===== src/rtl/abacus_op_sched.sv =====
// rtl/abacus_op_sched.sv - round-robin scheduler feeding four button ops into one shared arithmetic unit
// Optional 8-bit WAIT watchdog compiled in when ABACUS_SCHED_TIMEOUT_EN is defined.
module abacus_op_sched (
    input  logic        clk,
    input  logic        clr_n,
    input  logic [3:0]  btn_req,
    input  logic [15:0] sw,
    input  logic        alu_done,
    input  logic [15:0] alu_result,
    output logic        alu_start,
    output logic [1:0]  alu_op,
    output logic [7:0]  alu_a,
    output logic [7:0]  alu_b,
    output logic [15:0] result,
    output logic [1:0]  result_op,
    output logic        result_valid,
    output logic        busy,
    output logic        err_div0,
    output logic        err_timeout
);
    typedef enum logic [1:0] {IDLE, ISSUE, WAIT, HOLD} state_t;

    state_t     state;
    logic [3:0] sync1, sync2, sync3;
    logic [3:0] pending, rise, grant_clr;
    logic [1:0] last_grant, grant;
    logic       grant_any;
`ifdef ABACUS_SCHED_TIMEOUT_EN
    logic [7:0] wd_cnt;
`else
    assign err_timeout = 1'b0;
`endif

    assign rise = sync2 & ~sync3;

    always_comb begin
        grant     = last_grant;
        grant_any = 1'b0;
        // Walk downward so the candidate nearest above last_grant is the one left standing.
        for (int k = 4; k >= 1; k--) begin
            if (pending[last_grant + 2'(k)]) begin
                grant     = last_grant + 2'(k);
                grant_any = 1'b1;
            end
        end
    end

    assign grant_clr = (state == IDLE && grant_any) ? (4'b0001 << grant) : 4'b0000;

    always_ff @(posedge clk or negedge clr_n) begin
        if (!clr_n) begin
            sync1   <= 4'b0000;
            sync2   <= 4'b0000;
            sync3   <= 4'b0000;
            pending <= 4'b0000;
        end else begin
            sync1   <= btn_req;
            sync2   <= sync1;
            sync3   <= sync2;
            // A fresh press wins over the grant clearing the same bit.
            pending <= (pending & ~grant_clr) | rise;
        end
    end

    always_ff @(posedge clk or negedge clr_n) begin
        if (!clr_n) begin
            state        <= IDLE;
            last_grant   <= 2'd3;
            alu_start    <= 1'b0;
            alu_op       <= 2'd0;
            alu_a        <= 8'h00;
            alu_b        <= 8'h00;
            result       <= 16'h0000;
            result_op    <= 2'd0;
            result_valid <= 1'b0;
            busy         <= 1'b0;
            err_div0     <= 1'b0;
`ifdef ABACUS_SCHED_TIMEOUT_EN
            err_timeout  <= 1'b0;
            wd_cnt       <= 8'h00;
`endif
        end else begin
            alu_start    <= 1'b0;
            result_valid <= 1'b0;
            case (state)
                IDLE: begin
                    if (grant_any) begin
                        last_grant <= grant;
                        alu_op     <= grant;
                        alu_a      <= sw[15:8];
                        alu_b      <= sw[7:0];
                        busy       <= 1'b1;
                        if (grant[1] && sw[7:0] == 8'h00) begin
                            result    <= 16'h0000;
                            result_op <= grant;
                            err_div0  <= 1'b1;
`ifdef ABACUS_SCHED_TIMEOUT_EN
                            err_timeout <= 1'b0;
`endif
                            state     <= HOLD;
                        end else begin
                            state <= ISSUE;
                        end
                    end
                end
                ISSUE: begin
                    alu_start <= 1'b1;
                    state     <= WAIT;
`ifdef ABACUS_SCHED_TIMEOUT_EN
                    wd_cnt    <= 8'h00;
`endif
                end
                WAIT: begin
                    if (alu_done) begin
                        result    <= alu_result;
                        result_op <= alu_op;
                        err_div0  <= 1'b0;
`ifdef ABACUS_SCHED_TIMEOUT_EN
                        err_timeout <= 1'b0;
`endif
                        state     <= HOLD;
                    end
`ifdef ABACUS_SCHED_TIMEOUT_EN
                    else if (wd_cnt == 8'hFF) begin
                        result      <= 16'hFFFF;
                        result_op   <= alu_op;
                        err_div0    <= 1'b0;
                        err_timeout <= 1'b1;
                        state       <= HOLD;
                    end else begin
                        wd_cnt <= wd_cnt + 8'd1;
                    end
`endif
                end
                HOLD: begin
                    result_valid <= 1'b1;
                    busy         <= 1'b0;
                    state        <= IDLE;
                end
                default: state <= IDLE;
            endcase
        end
    end
endmodule


===== config.mk =====
export PLATFORM = sky130hd
export DESIGN_NAME = abacus_op_sched
export DESIGN_NICKNAME = d
export VERILOG_FILES = /design/src/rtl/abacus_op_sched.sv
export SDC_FILE = /design/constraint.sdc
export NUM_CORES = 1
export LEC_CHECK = 0
export CORE_ASPECT_RATIO = 1.5
export CORE_MARGIN = 3
export CORE_UTILIZATION = 51
export CTS_BUF_LIST = sky130_fd_sc_hd__clkbuf_4
export DETAILED_ROUTE_END_ITERATION = 8
export PLACE_DENSITY = 0.88
export SYNTH_ARGS = -nofsm -noshare
export SYNTH_HDL_FRONTEND = slang
export SYNTH_SLANG_ARGS = --single-unit

===== constraint.sdc =====
create_clock -name clk -period 4.8 [get_ports clk]
set_input_delay 0.96 -clock clk [delete_from_list [all_inputs] [get_ports clk]]
set_output_delay 0.96 -clock clk [all_outputs]
set_load 0.01 [all_outputs]

==> results of run 1 <==
==> registers in the layout, summed over array words and instances (netlist names), 2 cells and up <==
signal / count
alu_a: 8
alu_b: 8
alu_op: 2
last_grant: 2
pending: 4
result: 16
result_op: 2
state: 2
sync1: 4
sync2: 4
sync3: 4
==> per-layer routing <==
metal  GRT usage (%)  vias up  wire (um)
met5               0        -          0
met4            17.2        0        235
met3            3.45       20        218
met2            34.3       68       2990
met1            26.9      897       1990
li1                -      860          -
==> power by group through the flow <==
| stage | sequential, mW | clock, mW | combinational, mW |
|---|---|---|---|
| finish | 0.835 | 0.293 | 0.934 |
| CTS | 0.837 | 0.300 | 0.945 |
| floorplan | 0.892 | 0 | 0.430 |
| global route | 0.864 | 0.326 | 1.02 |
| global placement | 0.837 | 0 | 0.913 |
| detailed placement | 0.843 | 0 | 0.943 |
==> cells by family (layout without fill, tap and decap cells) <==
group / after synthesis / after routing
adder cells (fa/ha/maj): 5 / 5
buffers and inverters: 19 / 106
other: 1 / 1
multiplexers: 3 / 3
AND/OR/NAND/NOR: 74 / 74
AO/OA/AOI/OAI: 43 / 43
flip-flops: 60 / 60
==> cell type report <==
class / count / share of cell area (%)
Inverter: 10 / 1.13
Tap cell: 64 / 2.41
Timing Repair Buffer: 80 / 23.8
Sequential cell: 60 / 45.2
Multi-Input combinational cell: 126 / 24.3
Clock inverter: 4 / 0.564
Clock buffer: 12 / 2.71
==> worst max-delay path by stage <==
stage,slack (ns),startpoint,cells past startpoint,endpoint
detailed placement,1.76,sw[1],6,result_op[1]
global placement,1.80,sw[5],6,result_op[1]
CTS,2.21,sw[5],6,result_op[0]
floorplan,2.40,sw[5],6,result[10]
finish,2.19,sw[5],6,result_op[0]
global route,2.14,sw[5],6,result_op[0]
==> through the flow <==
step,total power [mW],worst slack (ns)
6_report,2.06,2.19
5_1_grt,2.21,2.14
4_1_cts,2.08,2.21
3_5_place_dp,1.79,1.76
3_3_place_gp,1.75,1.80
2_1_floorplan,1.32,2.40
==> synthesized netlist by cell type, drive strengths merged, types with 2 or more instances <==
library cell   n  area share, %
a21boi         2           0.62
a21oi          3            1.1
a22o          18            6.6
a22oi          2           0.62
a31oi          3            1.7
buf            5            1.6
clkbuf         4           0.62
dfrtp         58             60
dfstp          2            2.2
ha             5            2.6
inv           10            1.6
mux2i          3            1.2
nand2         54            8.4
nand2b         2           0.52
nand3          3           0.62
nor2           5            1.1
nor3           2           0.42
o21ai          8            1.7
or4            2           0.94
==> worst max-delay path: cells and delay by family <==
family | cells | cell delay (ns)
buffers and inverters | 1 | 0.42
AND/OR/NAND/NOR | 2 | 0.73
AO/OA/AOI/OAI | 3 | 0.77
==> tab_implementation.tex, run 1 <==
\begin{tabular}{lr}
\hline
Metric & Value \\
\hline
\multicolumn{2}{l}{\textbf{STA}} \\
\quad Layout Skew & about 0.017 ns \\
\quad Sum of negative setup slack & 0 ns \\
\quad Time the worst path needs with I/O delays and setup & roughly 2.6 ns \\
\quad Worst hold margin & 0.357 ns \\
\quad Unrepaired setup endpoints after global routing & no \\
\quad Max-slew violation count & 0 \\
\quad Final setup violating endpoints & 0 \\
\quad Least-Margin Pin Slew & around 0.90 ns \\
\quad Maximum clock rate & around 380 MHz \\
\quad Max\_slew headroom & 39.8\% \\
\quad Final Hold Vio Count & 0 \\
\quad Final clock period utilization by the worst path & 54.3\% \\
\multicolumn{2}{l}{\textbf{Finish}} \\
\quad Number of nets in the layout & 331 \\
\quad Synthesis-to-layout area growth & 38.5\% \\
\quad Final Instance Area & 0.00333 sq mm \\
\quad Core occupancy in the finished layout & $\sim$73\% \\
\quad Area of all sequential standard cells & around 0.0015 sq mm \\
\quad Count of non-filler cells in the finished layout & between 300 and 400 \\
\quad Share of final-layout standard cells stronger than drive strength 1 & 10.3\% \\
\quad Count of antenna diodes in the layout & 0 \\
\quad Total area of multi-input combinational cells & 808 sq um \\
\quad Fillcell total & between 300 and 400 \\
\quad Most frequent standard cell in the layout excluding fill and tap cells & sky130\_fd\_sc\_hd\_\_clkdlybuf4s50\_1 \\
\quad Most frequent cells in the layout & sky130\_fd\_sc\_hd\_\_clkdlybuf4s50\_1, sky130\_fd\_sc\_hd\_\_dfrtp\_1, sky130\_fd\_sc\_hd\_\_nand2\_1 \\
\multicolumn{2}{l}{\textbf{Min path}} \\
\quad Instance count along the most critical hold path & 0 \\
\quad Type of the most critical hold path & register to register \\
\quad Startpoint of the worst hold path & sync1[0] \\
\quad Endpoint of the worst hold-timing path & sync2[0] \\
\multicolumn{2}{l}{\textbf{Drt}} \\
\quad Initial DRC count & 95 \\
\quad Routed wirelength normalized by instance count & 15.3 um \\
\quad Antenna Violating Nets Remaining & 0 \\
\quad Number of vias in the routed layout & 1,845 \\
\quad Average via count per standard cell & roughly 5.2 \\
\quad Aggregate routed wire length & between 5 and 6 mm \\
\quad Total iterations of the first detailed-routing run & 4 \\
\quad DRC violations left & 0 \\
\multicolumn{2}{l}{\textbf{Logic synthesis}} \\
\quad Fraction of registers with async set/reset & 100\% \\
\quad Post-synthesis simple-gate area fraction & roughly 14\% \\
\quad XOR/XNOR share of the synthesized area & 0\% \\
\quad Total standard cell area after synthesis & 0.00240 sq mm \\
\quad Post-synthesis sequential area ratio & around 63\% \\
\quad Synth warnings & 0 \\
\quad Arithmetic-cell share of the synthesized area counting full adders, half adders and majority gates & 2.60\% \\
\quad Mux cell area share after synthesis & under 10\% \\
\quad Post-synth net total & between 200 and 250 \\
\quad Combinational family with the most area after synthesis & compound AO/OA/AOI/OAI gates \\
\quad Number of flops mapped to enable cells by yosys & 0 \\
\quad Number of distinct library cells after synthesis & 40 \\
\quad Area fraction in compound gates after synthesis & approximately 16\% \\
\quad Mean post-synth cell area & roughly 12 sq um \\
\quad Post-synthesis cell count & a little over 200 \\
\quad Number of storage elements in the synthesis netlist & 60 \\
\quad Most used flip-flop cell after synthesis & sky130\_fd\_sc\_hd\_\_dfrtp\_1 \\
\multicolumn{2}{l}{\textbf{Floorplan}} \\
\quad Core area & 0.00454 sq mm \\
\quad Initial standard-cell utilization of the core & 52.9\% \\
\quad Number of placed I/O pins & 80 \\
\quad Die area & $\sim$0.0056 sq mm \\
\quad Site row count & 30 \\
\quad Horizontal extent of the die & 62.1 um \\
\quad Height of the die & $\sim$90 um \\
\multicolumn{2}{l}{\textbf{Power and ir drop}} \\
\quad Leak & 1.54 nW \\
\quad Seq pwr share & 40.5\% \\
\quad Worst IR drop on VDD & 0.317 mV \\
\quad Sw power & 0.755 mW \\
\quad Combinational share of power & a little under half \\
\quad Internal power & around 1.3 mW \\
\quad Switching portion of total power & a little over a third \\
\quad Clock power share & 14.2\% \\
\quad Power density relative to cell area & just over 600 mW/mm\^{}2 \\
\multicolumn{2}{l}{\textbf{CTS}} \\
\quad Number of buffers created by CTS & 9 \\
\quad Clock root buffer & sky130\_fd\_sc\_hd\_\_clkbuf\_4 \\
\quad Maximum clock path buffer count & 2 \\
\quad Clock-pin transition on the worst setup and hold timing paths & approximately 0.090 ns \\
\quad Post-CTS setup buffer count & 0 \\
\quad Clock tree from TritonCTS & done \\
\quad Post-cts gate resize count & 0 \\
\quad Number of buffers added to fix hold violations after cts & 0 \\
\quad H-tree levels & 3 \\
\quad Clock sink total & 60 \\
\quad Clock latency on the worst-skew pair & 0.41 ns \\
\multicolumn{2}{l}{\textbf{Setup path}} \\
\quad Req. time, crit path & 5.08 ns \\
\quad Endpoint of the worst register-to-register path & result\_op[0] \\
\quad Slowest library cell on the worst path & sky130\_fd\_sc\_hd\_\_or4\_4 \\
\quad Launching element type of the critical path & input pin \\
\quad Critical Setup Path Class & input pin to register \\
\quad CP cell instances & clkdlybuf4s50\_1 -> or4\_4 -> nor2\_4 -> o211a\_4 -> a31oi\_4 -> a211o\_1 \\
\quad Reg-to-reg setup timing slack & around 2.5 ns \\
\quad Length in cells of the worst reg-to-reg path & 6 \\
\quad Arrival time worst endpoint & between 2 and 3 ns \\
\quad Critical R2R Launch & state[0] \\
\quad Setup crit end kind & register \\
\quad Crit-path max cell delay & approximately 0.56 ns \\
\quad Highest net fanout along the worst path & 18 \\
\multicolumn{2}{l}{\textbf{Status}} \\
\quad Result of the run & completed \\
\multicolumn{2}{l}{\textbf{Place}} \\
\quad Count of buffers inserted at the top-level ports & slightly below 80 \\
\quad HPWL Detailed & approximately 4 mm \\
\quad Cell area after placement & $\sim$0.0032 sq mm \\
\quad GPL Wtd Cong & around 0.83 \\
\quad Number of instances in the placed design & 340 \\
\multicolumn{2}{l}{\textbf{Global routing}} \\
\quad Number of global-route vias before repair & around 1,900 \\
\quad Global route overflow & 0 \\
\quad Number of antenna violations at the first check in global routing & 0 \\
\quad Pin count of the biggest net entering global routing & just over 60 \\
\quad Overall track demand over capacity in global routing & between 20\% and 30\% \\
\quad Wire length of the first global-routing pass & 8.96 mm \\
\multicolumn{2}{l}{\textbf{Flow run}} \\
\quad Maximum Capacitance Violations & 0 \\
\hline
\end{tabular}
Note: power is estimated with default switching activity, not from simulation.
==> inputs of run 2 (changes only) <==
--- a/config.mk
+++ b/config.mk
@@ -7,10 +7,10 @@
 export LEC_CHECK = 0
 export CORE_ASPECT_RATIO = 1.5
 export CORE_MARGIN = 3
-export CORE_UTILIZATION = 51
+export CORE_UTILIZATION = 42
 export CTS_BUF_LIST = sky130_fd_sc_hd__clkbuf_4
 export DETAILED_ROUTE_END_ITERATION = 8
-export PLACE_DENSITY = 0.88
+export PLACE_DENSITY = 0.77
 export SYNTH_ARGS = -nofsm -noshare
 export SYNTH_HDL_FRONTEND = slang
 export SYNTH_SLANG_ARGS = --single-unit
==> constraint.sdc (replaced) <==
create_clock -name clk -period 2.2 [get_ports clk]
set_input_delay 0.44 -clock clk [delete_from_list [all_inputs] [get_ports clk]]
set_output_delay 0.44 -clock clk [all_outputs]
set_load 0.01 [all_outputs]
==> tab_implementation.tex, run 2 (same netlist as run 1, synthesis figures left out) <==
\begin{tabular}{lr}
\hline
Metric & Value \\
\hline
\multicolumn{2}{l}{\textbf{Place}} \\
\quad Cell area after placement & between 0.003 and 0.004 sq mm \\
\quad Number of instances in the placed design & roughly 360 \\
\quad Count of buffers inserted at the top-level ports & 78 \\
\quad HPWL Detailed & 3.99 mm \\
\quad GPL Wtd Cong & roughly 0.86 \\
\multicolumn{2}{l}{\textbf{Global routing}} \\
\quad Global route overflow & 0 \\
\quad Number of global-route vias before repair & about 1,900 \\
\quad Pin count of the biggest net entering global routing & about 60 \\
\quad Wire length of the first global-routing pass & around 9 mm \\
\quad Overall track demand over capacity in global routing & 18.2\% \\
\quad Number of antenna violations at the first check in global routing & 0 \\
\multicolumn{2}{l}{\textbf{Floorplan}} \\
\quad Height of the die & slightly below 100 um \\
\quad Initial standard-cell utilization of the core & between 40\% and 50\% \\
\quad Horizontal extent of the die & about 68 um \\
\quad Site row count & 33 \\
\quad Core area & $\sim$0.0055 sq mm \\
\quad Number of placed I/O pins & 80 \\
\quad Die area & 0.00669 sq mm \\
\multicolumn{2}{l}{\textbf{Power and ir drop}} \\
\quad Seq pwr share & about two fifths \\
\quad Worst IR drop on VDD & 0.736 mV \\
\quad Clock power share & between 10\% and 20\% \\
\quad Power density relative to cell area & roughly 1300 mW/mm\^{}2 \\
\quad Sw power & 1.68 mW \\
\quad Leak & around 1.6 nW \\
\quad Switching portion of total power & about 36\% \\
\quad Combinational share of power & approximately 45\% \\
\quad Internal power & just over 3 mW \\
\quad Power consumption & 4.70 mW \\
\multicolumn{2}{l}{\textbf{CTS}} \\
\quad Number of buffers added to fix hold violations after cts & 0 \\
\quad Clock root buffer & sky130\_fd\_sc\_hd\_\_clkbuf\_4 \\
\quad Clock latency on the worst-skew pair & roughly 0.40 ns \\
\quad Post-CTS setup buffer count & 0 \\
\quad Clock sink total & 60 \\
\quad Post-cts gate resize count & 0 \\
\quad Number of buffers created by CTS & 9 \\
\quad Clock tree from TritonCTS & done \\
\quad Clock-pin transition on the worst setup and hold timing paths & around 0.11 ns \\
\quad Maximum clock path buffer count & 2 \\
\quad H-tree levels & 3 \\
\multicolumn{2}{l}{\textbf{Finish}} \\
\quad Flip-flop count of the largest register after layout & 16 \\
\quad Core occupancy in the finished layout & about 64\% \\
\quad Register ranked first by flip-flop count & result \\
\quad Synthesis-to-layout area growth & 45.2\% \\
\quad Number of nets in the layout & roughly 340 \\
\quad Largest registers ranked by flip-flop count & result x16, alu\_a x8, alu\_b x8 \\
\quad Most frequent cells in the layout & sky130\_fd\_sc\_hd\_\_clkdlybuf4s50\_1, sky130\_fd\_sc\_hd\_\_dfrtp\_1, sky130\_fd\_sc\_hd\_\_nand2\_1 \\
\quad Final Instance Area & 0.00349 sq mm \\
\quad Count of antenna diodes in the layout & 0 \\
\quad Count of non-filler cells in the finished layout & 374 \\
\quad Most frequent standard cell in the layout excluding fill and tap cells & sky130\_fd\_sc\_hd\_\_clkdlybuf4s50\_1 \\
\quad Share of final-layout standard cells stronger than drive strength 1 & about 13\% \\
\multicolumn{2}{l}{\textbf{Setup path}} \\
\quad Setup crit end kind & register \\
\quad CP cell instances & clkdlybuf4s50\_1 -> or4\_4 -> nor2\_4 -> buf\_4 -> o211ai\_4 -> buf\_4 -> nor4b\_1 -> a211o\_1 \\
\quad Most repeated library cell on the critical path & sky130\_fd\_sc\_hd\_\_buf\_4 \\
\quad Critical Setup Path Class & input pin to register \\
\quad Arrival time worst endpoint & approximately 2.3 ns \\
\quad Highest net fanout along the worst path & 3 \\
\quad Slowest library cell on the worst path & sky130\_fd\_sc\_hd\_\_or4\_4 \\
\quad Launching element type of the critical path & input pin \\
\quad Family of cells with the greatest summed delay on the critical path & simple AND/OR/NAND/NOR gates \\
\quad Req. time, crit path & $\sim$2.5 ns \\
\quad Buf/Inv on CP & 3 \\
\quad Crit-path max cell delay & roughly 0.55 ns \\
\multicolumn{2}{l}{\textbf{STA}} \\
\quad Final setup violating endpoints & 0 \\
\quad Maximum clock rate & 503 MHz \\
\quad Least-Margin Pin Slew & around 0.54 ns \\
\quad Time the worst path needs with I/O delays and setup & roughly 2 ns \\
\quad Layout Skew & 0.0171 ns \\
\quad Final clock period utilization by the worst path & 90.5\% \\
\quad Final Hold Vio Count & 0 \\
\quad Worst hold margin & around 0.013 ns \\
\quad Max\_slew headroom & 64.0\% \\
\quad Unrepaired setup endpoints after global routing & no \\
\quad Max-slew violation count & 0 \\
\multicolumn{2}{l}{\textbf{Drt}} \\
\quad Antenna Violating Nets Remaining & 0 \\
\quad Detailed route wirelength on metal2 & approximately 3.0 mm \\
\quad Number of vias in the routed layout & roughly 1,800 \\
\quad Aggregate routed wire length & approximately 5.4 mm \\
\quad M1 WL & about 2.2 mm \\
\quad Highest Signal Layer & met4 \\
\quad Average via count per standard cell & 4.84 \\
\quad Total iterations of the first detailed-routing run & 4 \\
\quad Routed wirelength normalized by instance count & approximately 14 um \\
\quad DRC violations left & 0 \\
\quad Initial DRC count & 84 \\
\quad Sum of met3 wire segment lengths after detailed routing & approximately 170 um \\
\multicolumn{2}{l}{\textbf{Flow run}} \\
\quad Maximum Capacitance Violations & 0 \\
\multicolumn{2}{l}{\textbf{Min path}} \\
\quad Type of the most critical hold path & input pin to asynchronous set/reset pin \\
\multicolumn{2}{l}{\textbf{Status}} \\
\quad Result of the run & completed \\
\hline
\end{tabular}
run 2: cell type report:
type	instances	area, sq um
Clock buffer	11	82.6
Clock inverter	5	52.6
Fill cell	423	2000
Inverter	10	37.5
Multi-Input combinational cell	126	808
Sequential cell	60	1500
Tap cell	70	87.6
Timing Repair Buffer	92	918
run 2: power groups by stage:
stage	Sequential, mW	Clock (mW)	Combinational, mW
6_report	1.82	0.751	2.12
5_1_grt	1.88	0.828	2.31
4_1_cts	1.82	0.773	2.15
3_5_place_dp	1.83	0	2.15
3_3_place_gp	1.83	0	2.09
2_1_floorplan	1.95	0	0.938
run 2: worst paths after layout:
path,start,to,slack [ns],cells after the start
setup / recovery,sw[5],result_op[0],0.21,8
hold / removal,clr_n,alu_a[2],0.01,2
setup reg to reg,pending[1],result_op[1],0.30,6
hold reg to reg,sync1[1],sync2[1],0.36,0
max in group asynchronous,clr_n,last_grant[0],1.88,2
min in group clk,sync1[1],sync2[1],0.36,0
run 2: per-layer routing:
metal / global-route usage [%] / vias up
met1: 22.4 / 877
met5: 0 / -
li1: - / 886
met2: 28.9 / 40
met4: 11.4 / 0
met3: 2.96 / 8
run 2: per-stage QoR:
| stage | worst slack [ns] | TNS (ns) |
|---|---|---|
| finish | 0.210 | 0 |
| global route | 0.138 | 0 |
| CTS | 0.219 | 0 |
| detailed placement | -0.210 | -2.67 |
| global placement | -0.142 | -2.19 |
| floorplan | 0.257 | 0 |
